`src/rtl/option22_seq_ctrl.sv`:
```
// option22_seq_ctrl: round-robin byte read/write access controller for a rotating serial buffer.
// Mirrors the buffer's rotation position and drives write/din while the target word passes.
module option22_seq_ctrl #(
  parameter int WORD_COUNT = 64,
  parameter int ADDR_W     = 6
) (
  input  logic                  clk,
  input  logic                  reset,
  input  logic [1:0]            req_valid,
  input  logic [1:0]            req_write,
  input  logic [2*ADDR_W-1:0]   req_addr,
  input  logic [15:0]           req_wdata,
  output logic [1:0]            req_ready,
  output logic                  rsp_valid,
  output logic                  rsp_id,
  output logic [7:0]            rsp_rdata,
  output logic                  buf_reset,
  output logic                  buf_write,
  output logic                  buf_din,
  input  logic [7:0]            buf_byte
);
  localparam int PW = $clog2(WORD_COUNT) + 3;
  typedef enum logic [1:0] {IDLE, WAIT, XFER, RESP} state_t;
  state_t              r_state;
  logic [PW-1:0]       r_pos;
  logic                r_last, r_wr, r_id;
  logic [ADDR_W-1:0]   r_addr;
  logic [7:0]          r_wdata;
  logic                w_g, w_pre;
  logic [2:0]          w_phase;
  assign buf_reset = ~reset;
  assign w_g       = &req_valid ? ~r_last : req_valid[1];
  assign w_phase   = r_pos[2:0];
  // one cycle early so the registered write/din line up with the word's first bit
  assign w_pre     = (r_pos + PW'(1)) == {r_addr, 3'b000};
  always_ff @(posedge clk) begin
    if (!reset) begin
      r_state   <= IDLE;
      r_pos     <= '0;
      r_last    <= 1'b1;
      r_wr      <= 1'b0;
      r_id      <= 1'b0;
      r_addr    <= '0;
      r_wdata   <= '0;
      req_ready <= '0;
      rsp_valid <= 1'b0;
      rsp_id    <= 1'b0;
      rsp_rdata <= '0;
      buf_write <= 1'b0;
      buf_din   <= 1'b0;
    end else begin
      r_pos     <= r_pos + PW'(1);
      req_ready <= '0;
      rsp_valid <= 1'b0;
      case (r_state)
        IDLE: if (|req_valid) begin
          req_ready <= w_g ? 2'b10 : 2'b01;
          r_last    <= w_g;
          r_id      <= w_g;
          r_wr      <= w_g ? req_write[1] : req_write[0];
          r_addr    <= w_g ? req_addr[2*ADDR_W-1:ADDR_W] : req_addr[ADDR_W-1:0];
          r_wdata   <= w_g ? req_wdata[15:8] : req_wdata[7:0];
          r_state   <= WAIT;
        end
        WAIT: if (w_pre) begin
          buf_write <= r_wr;
          buf_din   <= r_wr & r_wdata[7];
          r_state   <= XFER;
        end
        XFER: if (w_phase == 3'd7) begin
          buf_write <= 1'b0;
          buf_din   <= 1'b0;
          r_state   <= RESP;
        end else begin
          buf_din   <= r_wr & r_wdata[3'd6 - w_phase];
        end
        RESP: begin
          rsp_valid <= 1'b1;
          rsp_rdata <= buf_byte;
          rsp_id    <= r_id;
          r_state   <= IDLE;
        end
        default: r_state <= IDLE;
      endcase
    end
  end
endmodule

```
`config.mk`:
```
export PLATFORM = sky130hd
export DESIGN_NAME = option22_seq_ctrl
export DESIGN_NICKNAME = d
export VERILOG_FILES = /design/src/rtl/option22_seq_ctrl.sv
export SDC_FILE = /design/constraint.sdc
export NUM_CORES = 1
export LEC_CHECK = 0
export ABC_AREA = 1
export BUFFER_PORTS_ARGS = -buffer_cell sky130_fd_sc_hd__buf_2
export CORE_AREA = 2 2 68 70
export CTS_CLUSTER_SIZE = 28
export DETAILED_ROUTE_END_ITERATION = 8
export DIE_AREA = 0 0 70 72
export PLACE_DENSITY_LB_ADDON = 0.1
export SYNTH_ARGS = -nofsm -noshare
export SYNTH_HDL_FRONTEND = slang
export SYNTH_SLANG_ARGS = --single-unit
```
`constraint.sdc`:
```
create_clock -name clk -period 3.38 [get_ports clk]
set_input_delay 0.507 -clock clk [delete_from_list [all_inputs] [get_ports clk]]
set_output_delay 0.507 -clock clk [all_outputs]
set_load 0.02 [all_outputs]
```
=== Word level (Yosys, flattened, before mapping) ===
Cells that the tools add are included.

* Bits in registers: 42
* Input bits: 42
* Output and inout bits: 15
* Logic and storage cells: 55

* $add $sub $neg: 2
* $lt $le $gt $ge: 1
* Eq/ne operators: 8
* Mux-type cells: 18
* Bitwise operators: 4
* Reduce and logical (&&, ||, !) cells: 9

{| class="wikitable"
|+ Operator list
! kind !! count
|-
| adder 9 x 1 -> 9 bit, second input constant || 1
|-
| == test 9 bit || 1
|-
| AND reduction 3 bit || 3
|-
| two-way mux 1 bit || 8
|-
| two-way mux 2 bit || 4
|-
| two-way mux 8 bit || 1
|-
| case mux 2 bit (4 select lines) || 1
|-
| two-way mux 6 bit || 1
|-
| != test 2 bit, second input constant || 3
|-
| AND reduction 2 bit || 3
|-
| == test 2 bit, second input constant || 2
|-
| < comparator 3 x 4 -> 1 bit, second input constant || 1
|-
| case mux 1 bit (2 select lines) || 2
|-
| binary-select mux 1 bit (select 3 bit) || 1
|-
| == test 3 bit, second input constant || 1
|-
| subtractor 3 bit, first input constant || 1
|-
| AND 1 bit || 2
|-
| == test 2 x 1 -> 1 bit, second input constant || 1
|-
| zero test 2 bit || 1
|-
| inverter 1 bit || 2
|-
| nonzero test 2 bit || 1
|-
| OR reduction 2 bit || 1
|}

=== Logic depth before layout (Yosys ltp) ===
Gate-level depths: netlist of run 1.

* Depth in word-level cells: 6
* Mapped depth: 13
* Depth with buffers taken out: 13

=== Least setup slack after synthesis of run 1 ===
OpenSTA, ideal clock, no wires.

* Path type: reg-to-reg
* Start point: register r_pos[0]
* End point: register buf_din
* Setup time: 0.115 ns
* Data arrival time: 1.543 ns
* Required time: 3.265 ns
* Path slack: 1.722 ns
* Stages on the path, launching flop included: 13
* Path buffers: 0
* Period minus slack after synthesis: 1.658 ns
* Path through: dfxtp_1 > ha_1 > inv_1 > nor2_2 > nand2_1 > nand3_1 > nand2_1 > nor2_1 > nand2_1 > nor2_1 > nand4_1 > a21oi_1 > nor2_1

* Longest elaborated chain between the ends: 6
* Elaborated cells on any way between the ends: 11
* Classes of those cells: 2 x add/sub; 3 x eq/ne; 4 x mux; 1 x bitwise; 1 x reduce/logical

{| class="wikitable"
|+ Ends and longest elaborated chain
! what !! RTL line !! RTL
|-
| start, declared || 25 || <nowiki>logic [PW-1:0] r_pos;</nowiki>
|-
| start signal, assigned || 52 || <nowiki>r_pos <= r_pos + PW'(1);</nowiki>
|-
| subtractor 3 bit || 75 || <nowiki>buf_din <= r_wr & r_wdata[3'd6 - w_phase];</nowiki>
|-
| binary-select mux 1 bit (select 3 bit) || 75 ||
|-
| two-way mux 1 bit (implied by the code) || 75 ||
|-
| AND 1 bit || 75 ||
|-
| two-way mux 1 bit || 70 || <nowiki>XFER: if (w_phase == 3'd7) begin</nowiki>
|-
| case mux 1 bit (2 select lines) || 55 || <nowiki>case (r_state)</nowiki>
|-
| end signal, assigned || 67 || <nowiki>buf_din <= r_wr & r_wdata[7];</nowiki>
|-
| end signal, assigned || 75 ||
|-
| end, declared || 19 || <nowiki>output logic buf_din,</nowiki>
|}

Several ways; a longest one is shown, not always the timed one. The select of a mux whose other input is x is not followed.
A chain may end at the register's enable or synchronous reset.

=== Worst setup path after layout of run 1 ===
* Start point: input port reset
* End point: output port buf_reset

* Longest elaborated chain between the ends: 1

{| class="wikitable"
|+ Ends and longest elaborated chain
! what !! RTL line !! RTL
|-
| start, declared || 8 || <nowiki>input logic reset,</nowiki>
|-
| inverter 1 bit || 31 || <nowiki>assign buf_reset = ~reset;</nowiki>
|-
| end, declared || 17 || <nowiki>output logic buf_reset,</nowiki>
|}

No other way between the ends.

==> run metrics, run 1 <==
Max clock buf depth=2; Synth Register Bits=42; Total GRT Usage=0.188; Num CTS Buffers=5; PortBufs=56; row count=24; first-pass GRT wire length=7650 um; Worst setup SP type=input pin; vias in the first global route=between 1500 and 2000; leakage power=around 1.2 nW; post-synthesis cell count=300; Hold WS=~0.43 ns; drc violations=0; post_cts resized=0; outcome=finished, final reports clean; Post-synth EDFFs=0; mapped cell area=2050 um^2; Hold Path End=rsp_rdata[6]; crit share post-route=0.596; Yosys warnings=0; Clock Skews=~0.0061 ns; DRT antenna net count=0; slew margin rel.=0.504; sequential fraction of the synthesis area=0.410; worst reg2reg path depth=12; hpwl dp=~3400 um; # IOs=57; Initial Util=0.482; post-synth top area share=0.410; Avg WL per Cell=approximately 11 um; Max Fclk=0.496 GHz; Synth area leader=dfxtp_1; ANT cells=0; total gr overflow=0; Layout area overhead=19.1%; final hold viol count=0; Final setup viols=0; largest net degree at the start of global routing=34; Die Area=roughly 5000 um^2; clock sinks=42; most common cell in the synthesized netlist=nand2_1; WP data arrival=~1.5 ns; DRT Pass-1 Iters=4; max_cap viols=0; Min-Delay Path Class=input pin to flip-flop; initial antenna violation count=0; root buffer cell=clkbuf_8; Peak VDD IR=between 0.0003 and 0.0004 V; setup TNS=0 ns; die height=~72 um; WP data required=2.87 ns; R2R Setup Slk=roughly 1.4 ns; Worst-Margin Slew=around 0.74 ns; H-tree Lvls=2; hold depth=3; Synthesized Nets=348; Clk pin slew, worst setup/hold paths=about 0.07 ns; Final nets=approximately 400; Crit Path Class=input pin to output pin; Final Max Slew Viols=0; post-CTS setup buffer count=0; RSZ-0062 raised after global routing=no; vias=approximately 2000; Routed WL=around 4600 um; count of cell types in the netlist=23; PD cells=647 nW/um^2; proportion of layout cells with a drive suffix above 1=0.206; Worst-Skew Late Latency=between 0.2 and 0.3 ns; post-DR vias/cell=approximately 5; asr flop ratio synth=0; CTS tree=yes; FF-to-FF End=r_state[0]; core region area=4260 um^2; Period minus WS final=2.02 ns; Die Wd=roughly 70 um; Crit Path Max Fanout=33; HP Start=buf_byte[6]; mean post-synth cell area=between 6 and 7 um^2; gpl congestion=0.818; 1st-iter DRT viols=80; Hold-fix buffers, CTS=0; synth cell count leaders=nand2_1 (73), dfxtp_1 (42), nor2_1 (41); Top FF cell, synth=dfxtp_1; r2r startpoint=r_pos[0]; Crit. End Element=output pin; largest cells by area after synthesis=dfxtp_1 (41%), nand2_1 (13%), nor2_1 (7.5%), o21ai_0 (7.1%), nand3_1 (6.1%)
[stage by stage]
| step | setup WS, ns | util | cell area [um^2] | power, mW | instances |
|---|---|---|---|---|---|
| after floorplan | 1.72 | - | 2050 | 1.11 | 300 |
| after global placement | 1.33 | 0.552 | 2350 | 1.26 | 398 |
| after detailed placement | 1.31 | 0.552 | 2350 | 1.26 | 398 |
| after CTS | 1.36 | 0.573 | 2440 | 1.59 | 406 |
| after global routing | 1.15 | 0.573 | 2440 | 1.71 | 406 |
| final | 1.36 | 0.573 | 2440 | 1.58 | 406 |
[cell type report]
class	count	area, um^2
well taps	52	65.1
inverters	29	109
multi-input cells	219	1060
flip-flops and latches	42	841
clock inverters	1	5.00
clock buffers	7	86.3
fillers	437	1820
repair buffers	56	280
[registers in the layout (all words and copies together), names as in the netlist, 2 cells and up]
signal and cells:
r_state 2, r_wdata 8, r_pos 9, req_ready 2, rsp_rdata 8, r_addr 6
[report_power, final]
group / total, mW / leakage (nW) / switching, mW / internal, mW
Sequential: 0.709 / 0.345 / 0.0844 / 0.624
Clock: 0.332 / 0.0482 / 0.167 / 0.165
Combinational: 0.541 / 0.788 / 0.342 / 0.199
Total: 1.58 / 1.18 / 0.594 / 0.988
[worst max path at each step]
stage | cells past startpoint | start | end | slack (ns)
floorplan | 12 | r_pos[0] | buf_din | 1.72
global placement | 6 | req_valid[0] | r_last | 1.33
detailed placement | 6 | req_valid[0] | r_last | 1.31
CTS | 3 | reset | buf_reset | 1.36
global route | 12 | r_pos[0] | r_state[0] | 1.15
finish | 3 | reset | buf_reset | 1.36
[cells in the final DEF (no fill, tap or decap), types with 2 or more instances in the layout]
| cell type | instances |
|---|---|
| ha_1 | 6 |
| nand4_1 | 4 |
| nand2_2 | 3 |
| o21ai_0 | 29 |
| nand3_1 | 25 |
| buf_2 | 56 |
| dfxtp_1 | 42 |
| nor2_2 | 3 |
| o21bai_1 | 2 |
| clkinv_1 | 2 |
| a31oi_1 | 15 |
| inv_1 | 26 |
| nand2_1 | 73 |
| clkbuf_8 | 6 |
| nor2_1 | 41 |
| a21oi_1 | 12 |
[per-layer routing]
layer | vias to the layer above | track usage | routed length [um]
met3 | 10 | 0.0319 | 284
met4 | 0 | 0.0833 | 77
met5 | - | 0 | 0
met1 | 863 | 0.246 | 2230
li1 | 1096 | - | -
met2 | 50 | 0.308 | 2020
[kinds of logic (layout without fill, tap and decap cells)]
kind of cell,Yosys count,count (layout),share of synthesized area
adder cells (fa/ha/maj),6,6,0.0366
AO/OA/AOI/OAI,61,61,0.166
flip-flops,42,42,0.410
buffers and inverters,39,93,0.0750
AND/OR/NAND/NOR,152,152,0.313
[worst max-delay path, cell delays in order]
cell	delay, ns
buf_2	0.40
inv_1	0.34
buf_2	0.25
No activity file was read; power rests on OpenSTA's default activity.
==> inputs of run 2 (changes only) <==
ABC_AREA = 0   (was 1)
CORE_AREA = 2 2 70 72   (was 2 2 68 70)
DIE_AREA = 0 0 72 74   (was 0 0 70 72)
clock period = 1.8 ns   (was 3.38 ns; I/O delays follow)
==> run 2 against run 1 <==
The flow now finishes with violations (setup timing). Synthesized area unchanged. Sequential cell count unchanged. Cell count down 15%. Sequential share of layout area down 3.7 points. Worst setup slack worse by 1.4 ns. Global-route usage down 1.6 points. Routed wire length down 4.6%. Clock power up 100%. Die area up 5.7%. Worst hold slack worse by 0.26 ns. First-iteration DRC count down 36%. Critical endpoint is now r_state[0].
==> run metrics, run 2 <==
xor-xnor portion of the synthesized cell area=0.0707 (+0.0707); root buffer cell=clkbuf_8; WP data required=2.03 ns (-0.84 ns); ANT cells=0 (unchanged); simple-gate share of the synthesized area=0.169 (-0.143); Top Registers=r_pos (9), r_wdata (8), rsp_rdata (8); most frequent cells in the layout=buf_2 (56), dfxtp_1 (37), nor2_1 (36); Final Max Slew Viols=0 (unchanged); Die Area=5330 um^2 (+5.7%); Crit. End Element=flip-flop; Worst setup SP type=flip-flop; Final Power=3.01 mW (+90%); Avg WL per Cell=12.8 um (+13%); gpl congestion=0.809 (-1.1%); proportion of layout cells with a drive suffix above 1=0.369 (+0.163); final hold viol count=0 (unchanged); post-synthesis cell count=217 (-28%); post-synth top area share=0.410 (unchanged); Layout area overhead=34.6%; Worst-Margin Slew=0.571 ns (-0.172 ns); sequential fraction of the synthesis area=0.410 (unchanged); first-pass GRT wire length=7100 um (-7.2%); Setup WS post-layout=-0.0627 ns (-1.43 ns); Synth Area in Adders=0.0366 (unchanged); HP Start=req_valid[1]; vias=1704 (-16%); Period minus WS final=between 1.5 and 2 ns; 1st-iter DRT viols=51 (-36%); count of cell types in the netlist=36 (+57%); post-DR vias/cell=4.95 (-0.39%); mean post-synth cell area=9.46 um^2 (+38%); die height=74 um (+2.8%); failing checks=setup timing; Routed WL=4400 um (-4.6%); DRT Pass-1 Iters=4 (unchanged); H-tree Lvls=2 (unchanged); Crit Path Max Fanout=4 (-88%); Layout Utilization=0.601 (+0.0277); Min-Delay Path Class=input pin to flip-flop; outcome=finished with violations; largest cells by area after synthesis=dfxtp_1 (41%), mux2i_1 (15%), nor2_1 (6.6%), a211oi_1 (5.5%), xor2_1 (3.8%); Crit Path Class=flip-flop to flip-flop; DRT antenna net count=0 (unchanged); CTS tree=yes; Max Fclk=between 0.5 and 0.6 GHz; slew margin rel.=0.619 (+0.115); Largest Register=r_pos; hpwl dp=3240 um (-3.7%); Top FF cell, synth=dfxtp_1; vias in the first global route=1599 (-9.6%); max reg flops=9 (unchanged); core region area=4600 um^2 (+7.8%); Fillers=406 (-7.1%); Clk pin slew, worst setup/hold paths=0.08 ns (about the same); Post-synth EDFFs=0 (unchanged); post-synthesis mux area share=0.157 (+0.157); Synth Register Bits=42 (unchanged); drc violations=0 (unchanged); row count=25 (+4.2%); largest net degree at the start of global routing=31 (-8.8%); Synth area leader=dfxtp_1; leakage power=1.23 nW (+4.4%); Final setup viols=3 (+3); Worst-Skew Late Latency=0.30 ns (about the same); PortBufs=56 (unchanged); synth cell count leaders=dfxtp_1 (42), nor2_1 (36), mux2i_1 (30); Synth Area in Compound Gates=0.121 (-0.0451); initial antenna violation count=0 (unchanged); asr flop ratio synth=0 (unchanged); # IOs=57 (unchanged); Peak VDD IR=0.000702 V (+110%); WP data arrival=2.09 ns (+0.58 ns); CP startpoint=r_pos[3]; Clock Skews=0.00792 ns (+0.00178 ns); clock sinks=42 (unchanged); RSZ-0062 raised after global routing=yes; most common cell in the synthesized netlist=dfxtp_1; PD cells=1090 nW/um^2 (+68%); Hold-fix buffers, CTS=0 (unchanged); Setup WS pre-CTS=-0.199 ns (-1.51 ns); commonest non-fill, non-tap cell in the layout=buf_2; Total GRT Usage=0.172 (-0.0164); Initial Util=0.447 (-0.0350); r2r startpoint=r_pos[3]; Num CTS Buffers=5 (unchanged); max_cap viols=0 (unchanged); total gr overflow=0 (unchanged); Final nets=337 (-16%); mapped cell area=2050 um^2 (unchanged); Synthesized Nets=265 (-24%); combinational family with the most area after synthesis=simple AND/OR/NAND/NOR gates; Die Wd=72 um (+2.9%); crit share post-route=1.03; Yosys warnings=0 (unchanged); Max clock buf depth=2 (unchanged)
run 2: where the power goes:
group	internal [mW]	leakage, nW	switching (mW)
Combinational	0.545	0.836	0.530
Clock	0.358	0.0496	0.320
Sequential	1.12	0.346	0.137
run 2: timing repair:
item,4_1_cts,5_1_grt
gates resized for setup,9,4
buffers inserted,2,1
endpoints found under the setup margin,4,4
pin swaps,3,1
run 2: path summary, 6_finish.rpt:
path	endpoint	slack, ns	depth (start not counted)
max	r_state[0]	-0.06	8
max reg2reg	r_state[0]	-0.06	8
min	req_ready[0]	0.18	2
min reg2reg	r_id	0.46	2
run 2: routing by layer:
| layer | routed length, um | part of all wire | track usage | up-vias |
|---|---|---|---|---|
| met5 | 0 | 0 | 0 | - |
| met4 | 75 | 0.017 | 0.0503 | 0 |
| met3 | 147 | 0.033 | 0.0407 | 6 |
| met2 | 2170 | 0.49 | 0.306 | 35 |
| met1 | 2000 | 0.45 | 0.208 | 766 |
| li1 | - | - | - | 897 |
run 2: worst max-delay path: stages, from the launching register on:
cell and delay, ns:
dfxtp_2 0.33, buf_6 0.13, xor2_4 0.15, xnor2_2 0.15, nor4_4 0.30, nand3_1 0.11
a222oi_1 0.28, buf_4 0.18, mux2i_1 0.17
run 2: logic make-up after synthesis:
group | Yosys count
AOI/OAI and AO/OA | 32
and+or+nand+nor | 74
adders and majority gates | 6
buffers and inverters | 17
muxes | 31
DFF | 42
xor gates and xnor gates | 15
run 2: metrics by stage:
stage | hold slack (ns) | instances | instance area [um^2] | setup TNS (ns)
6_report | 0.179 | 344 | 2760 | -0.142
5_1_grt | 0.179 | 344 | 2760 | -0.518
4_1_cts | 0.173 | 343 | 2740 | -0.111
3_5_place_dp | 0.461 | 333 | 2570 | -0.387
3_3_place_gp | 0.456 | 333 | 2570 | -0.324
2_1_floorplan | 0.362 | 217 | 2120 | -0.281
run 2: final cells by class:
type | instances | area, um^2 | area share
multi-input combinational | 158 | 1260 | 0.458
sequential | 42 | 850 | 0.307
timing repair buffer | 77 | 458 | 0.166
clock buffer | 7 | 97.6 | 0.0353
tap | 54 | 67.6 | 0.0244
inverter | 5 | 18.8 | 0.00679
clock inverter | 1 | 7.51 | 0.00272
==> inputs of run 3 (changes only) <==
SKIP_LAST_GASP = 1   (was not set)
==> run 3 against run 2 <==
The flow still finishes with violations (setup timing). Clock skew is 0.0014 ns higher. Clock power hardly changed. Clock-buffer cell count stayed put. Critical path depth stayed put. First-iteration DRC count is 31% higher. Worst hold slack worse by 0.0014 ns. Sequential cell count stayed put. Worst setup slack worse by 0.0019 ns. Sequential power hardly changed. Critical path type unchanged. Critical endpoint unchanged. Largest cell class unchanged. Highest routed layer unchanged.
==> run metrics, run 3 (synthesized netlist as in run 2, its figures left out) <==
worst reg2reg path depth=8 (unchanged); proportion of layout cells with a drive suffix above 1=0.369 (unchanged); DRT antenna net count=0 (unchanged); Multi-input gate area=1260 um^2 (unchanged); H-tree Lvls=2 (unchanged); Hold Path End=req_ready[0]; ANT cells=0 (unchanged); Flop pwr share=0.417 (about the same); r2r startpoint=r_pos[1]; Layout area overhead=34.4%; Layout Utilization=0.600 (-0.000816); Clock Skews=0.00929 ns (+0.00138 ns); Max clock buf depth=2 (unchanged); Worst setup SP type=flip-flop; commonest non-fill, non-tap cell in the layout=buf_2; largest net degree at the start of global routing=31 (unchanged); clock share of power=0.226 (about the same); max reg flops=9 (unchanged); Psw=0.987 mW (about the same); initial antenna violation count=0 (unchanged); final hold viol count=0 (unchanged); clock sinks=42 (unchanged); Num CTS Buffers=5 (unchanged); Clk pin slew, worst setup/hold paths=0.08 ns (about the same); Final setup viols=3 (unchanged); Avg WL per Cell=12.7 um (-0.50%); most frequent cells in the layout=buf_2 (56), dfxtp_1 (37), nor2_1 (36); PortBufs=56 (unchanged); hpwl dp=3240 um (unchanged); root buffer cell=clkbuf_8; failing checks=setup timing; Sw Ratio=0.328 (about the same); DRT Pass-1 Iters=4 (unchanged); hold depth=2 (unchanged); post-DR vias/cell=4.93 (-0.41%); die height=74 um (unchanged); PD cells=1090 nW/um^2 (about the same); Int Power=2.02 mW (-0.10%); RSZ-0062 raised after global routing=yes; Period minus WS final=1.86 ns (+0.00187 ns); Die Area=5330 um^2 (unchanged); Largest Register=r_pos; row count=25 (unchanged); Setup WS post-layout=-0.0646 ns (-0.00187 ns); Fillers=407 (+0.25%); vias in the first global route=1599 (unchanged); outcome=finished with violations; WP data arrival=2.09 ns (about the same); FF-to-FF End=r_state[0]; drc violations=0 (unchanged); Layout Cells excl Fill=344 (unchanged); Comb pwr share=0.356 (-0.002); leakage power=1.23 nW (about the same); Total GRT Usage=0.172 (unchanged); Register Area=850 um^2 (unchanged); max_cap viols=0 (unchanged); gpl congestion=0.809 (unchanged); 1st-iter DRT viols=67 (+31%); first-pass GRT wire length=7100 um (unchanged); Peak VDD IR=0.000703 V (+0.14%); Die Wd=72 um (unchanged); Final Max Slew Viols=0 (unchanged); Crit. End Element=flip-flop; Initial Util=0.447 (unchanged); R2R Setup Slk=-0.06 ns (about the same); core region area=4600 um^2 (unchanged); vias=1697 (-0.41%); total gr overflow=0 (unchanged); Max Fclk=0.536 GHz (-0.10%); Worst-Skew Late Latency=0.30 ns (about the same); Min-Delay Path Class=input pin to flip-flop; Crit Path Class=flip-flop to flip-flop; # IOs=57 (unchanged); HP Start=req_valid[1]; Crit Path Max Fanout=3 (-1); Routed WL=4380 um (-0.50%); Final nets=337 (unchanged); slew margin rel.=0.618 (-0.00162); Placed Cells=333 (unchanged); CTS tree=yes; WP data required=2.03 ns (about the same); Top Registers=r_pos (9), r_wdata (8), rsp_rdata (8); crit share post-route=1.04 (+0.00104); Worst-Margin Slew=0.573 ns (+0.00244 ns)
run 3: layout make-up:
class                      instances  share of cell area
multi-input combinational        158               0.458
inverter                           5             0.00680
clock inverter                     1             0.00272
timing repair buffer              77               0.165
clock buffer                       7              0.0354
sequential                        42               0.308
tap                               54              0.0245
run 3: per-layer routing:
metal,global-route usage,vias to the layer above,share of wire
met5,0,-,0
met4,0.0503,0,0.017
met3,0.0407,6,0.033
met2,0.306,35,0.50
met1,0.208,758,0.45
li1,-,898,-
run 3: how the worst max path moves through the flow:
| stage | startpoint | endpoint | slack [ns] | depth (start not counted) |
|---|---|---|---|---|
| floorplan | r_pos[3] | r_state[0] | -0.14 | 7 |
| global placement | r_pos[4] | r_state[1] | -0.16 | 7 |
| detailed placement | r_pos[5] | r_state[0] | -0.20 | 7 |
| CTS | r_pos[3] | r_state[0] | -0.06 | 8 |
| global route | r_pos[1] | r_state[1] | -0.17 | 8 |
| finish | r_pos[1] | r_state[0] | -0.06 | 8 |
run 3: repair_timing:
| item | in CTS | in global routing |
|---|---|---|
| gates resized for setup | 9 | 3 |
| hold buffers | 0 | 0 |
| endpoints found under the setup margin | 4 | 4 |
| pin swaps | 3 | 1 |
| buffers inserted | 2 | 1 |
run 3: worst max-delay path, cell delays in order, from the launching register on:
cell,delay [ns]
dfxtp_2,0.37
ha_4,0.16
and3_4,0.19
nand3_1,0.11
a22oi_4,0.23
nand3_1,0.10
a222oi_1,0.29
buf_4,0.18
mux2i_1,0.17
run 3: through the flow:
stage / instance area (um^2) / total power [mW] / worst slack, ns / hold slack (ns) / setup TNS [ns]
final: 2760 / 3.01 / -0.0646 / 0.177 / -0.147
after global routing: 2760 / 3.21 / -0.173 / 0.179 / -0.529
after CTS: 2740 / 3.00 / -0.0646 / 0.173 / -0.111
after detailed placement: 2570 / 2.27 / -0.199 / 0.461 / -0.387
after global placement: 2570 / 2.25 / -0.163 / 0.456 / -0.324
after floorplan: 2120 / 1.96 / -0.140 / 0.362 / -0.281
run 3: power groups by stage:
stage | Sequential, mW | Clock (mW) | Combinational, mW
floorplan | 1.27 | 0 | 0.693
global placement | 1.26 | 0 | 0.984
detailed placement | 1.27 | 0 | 0.999
CTS | 1.26 | 0.704 | 1.04
global route | 1.28 | 0.739 | 1.19
finish | 1.25 | 0.680 | 1.07
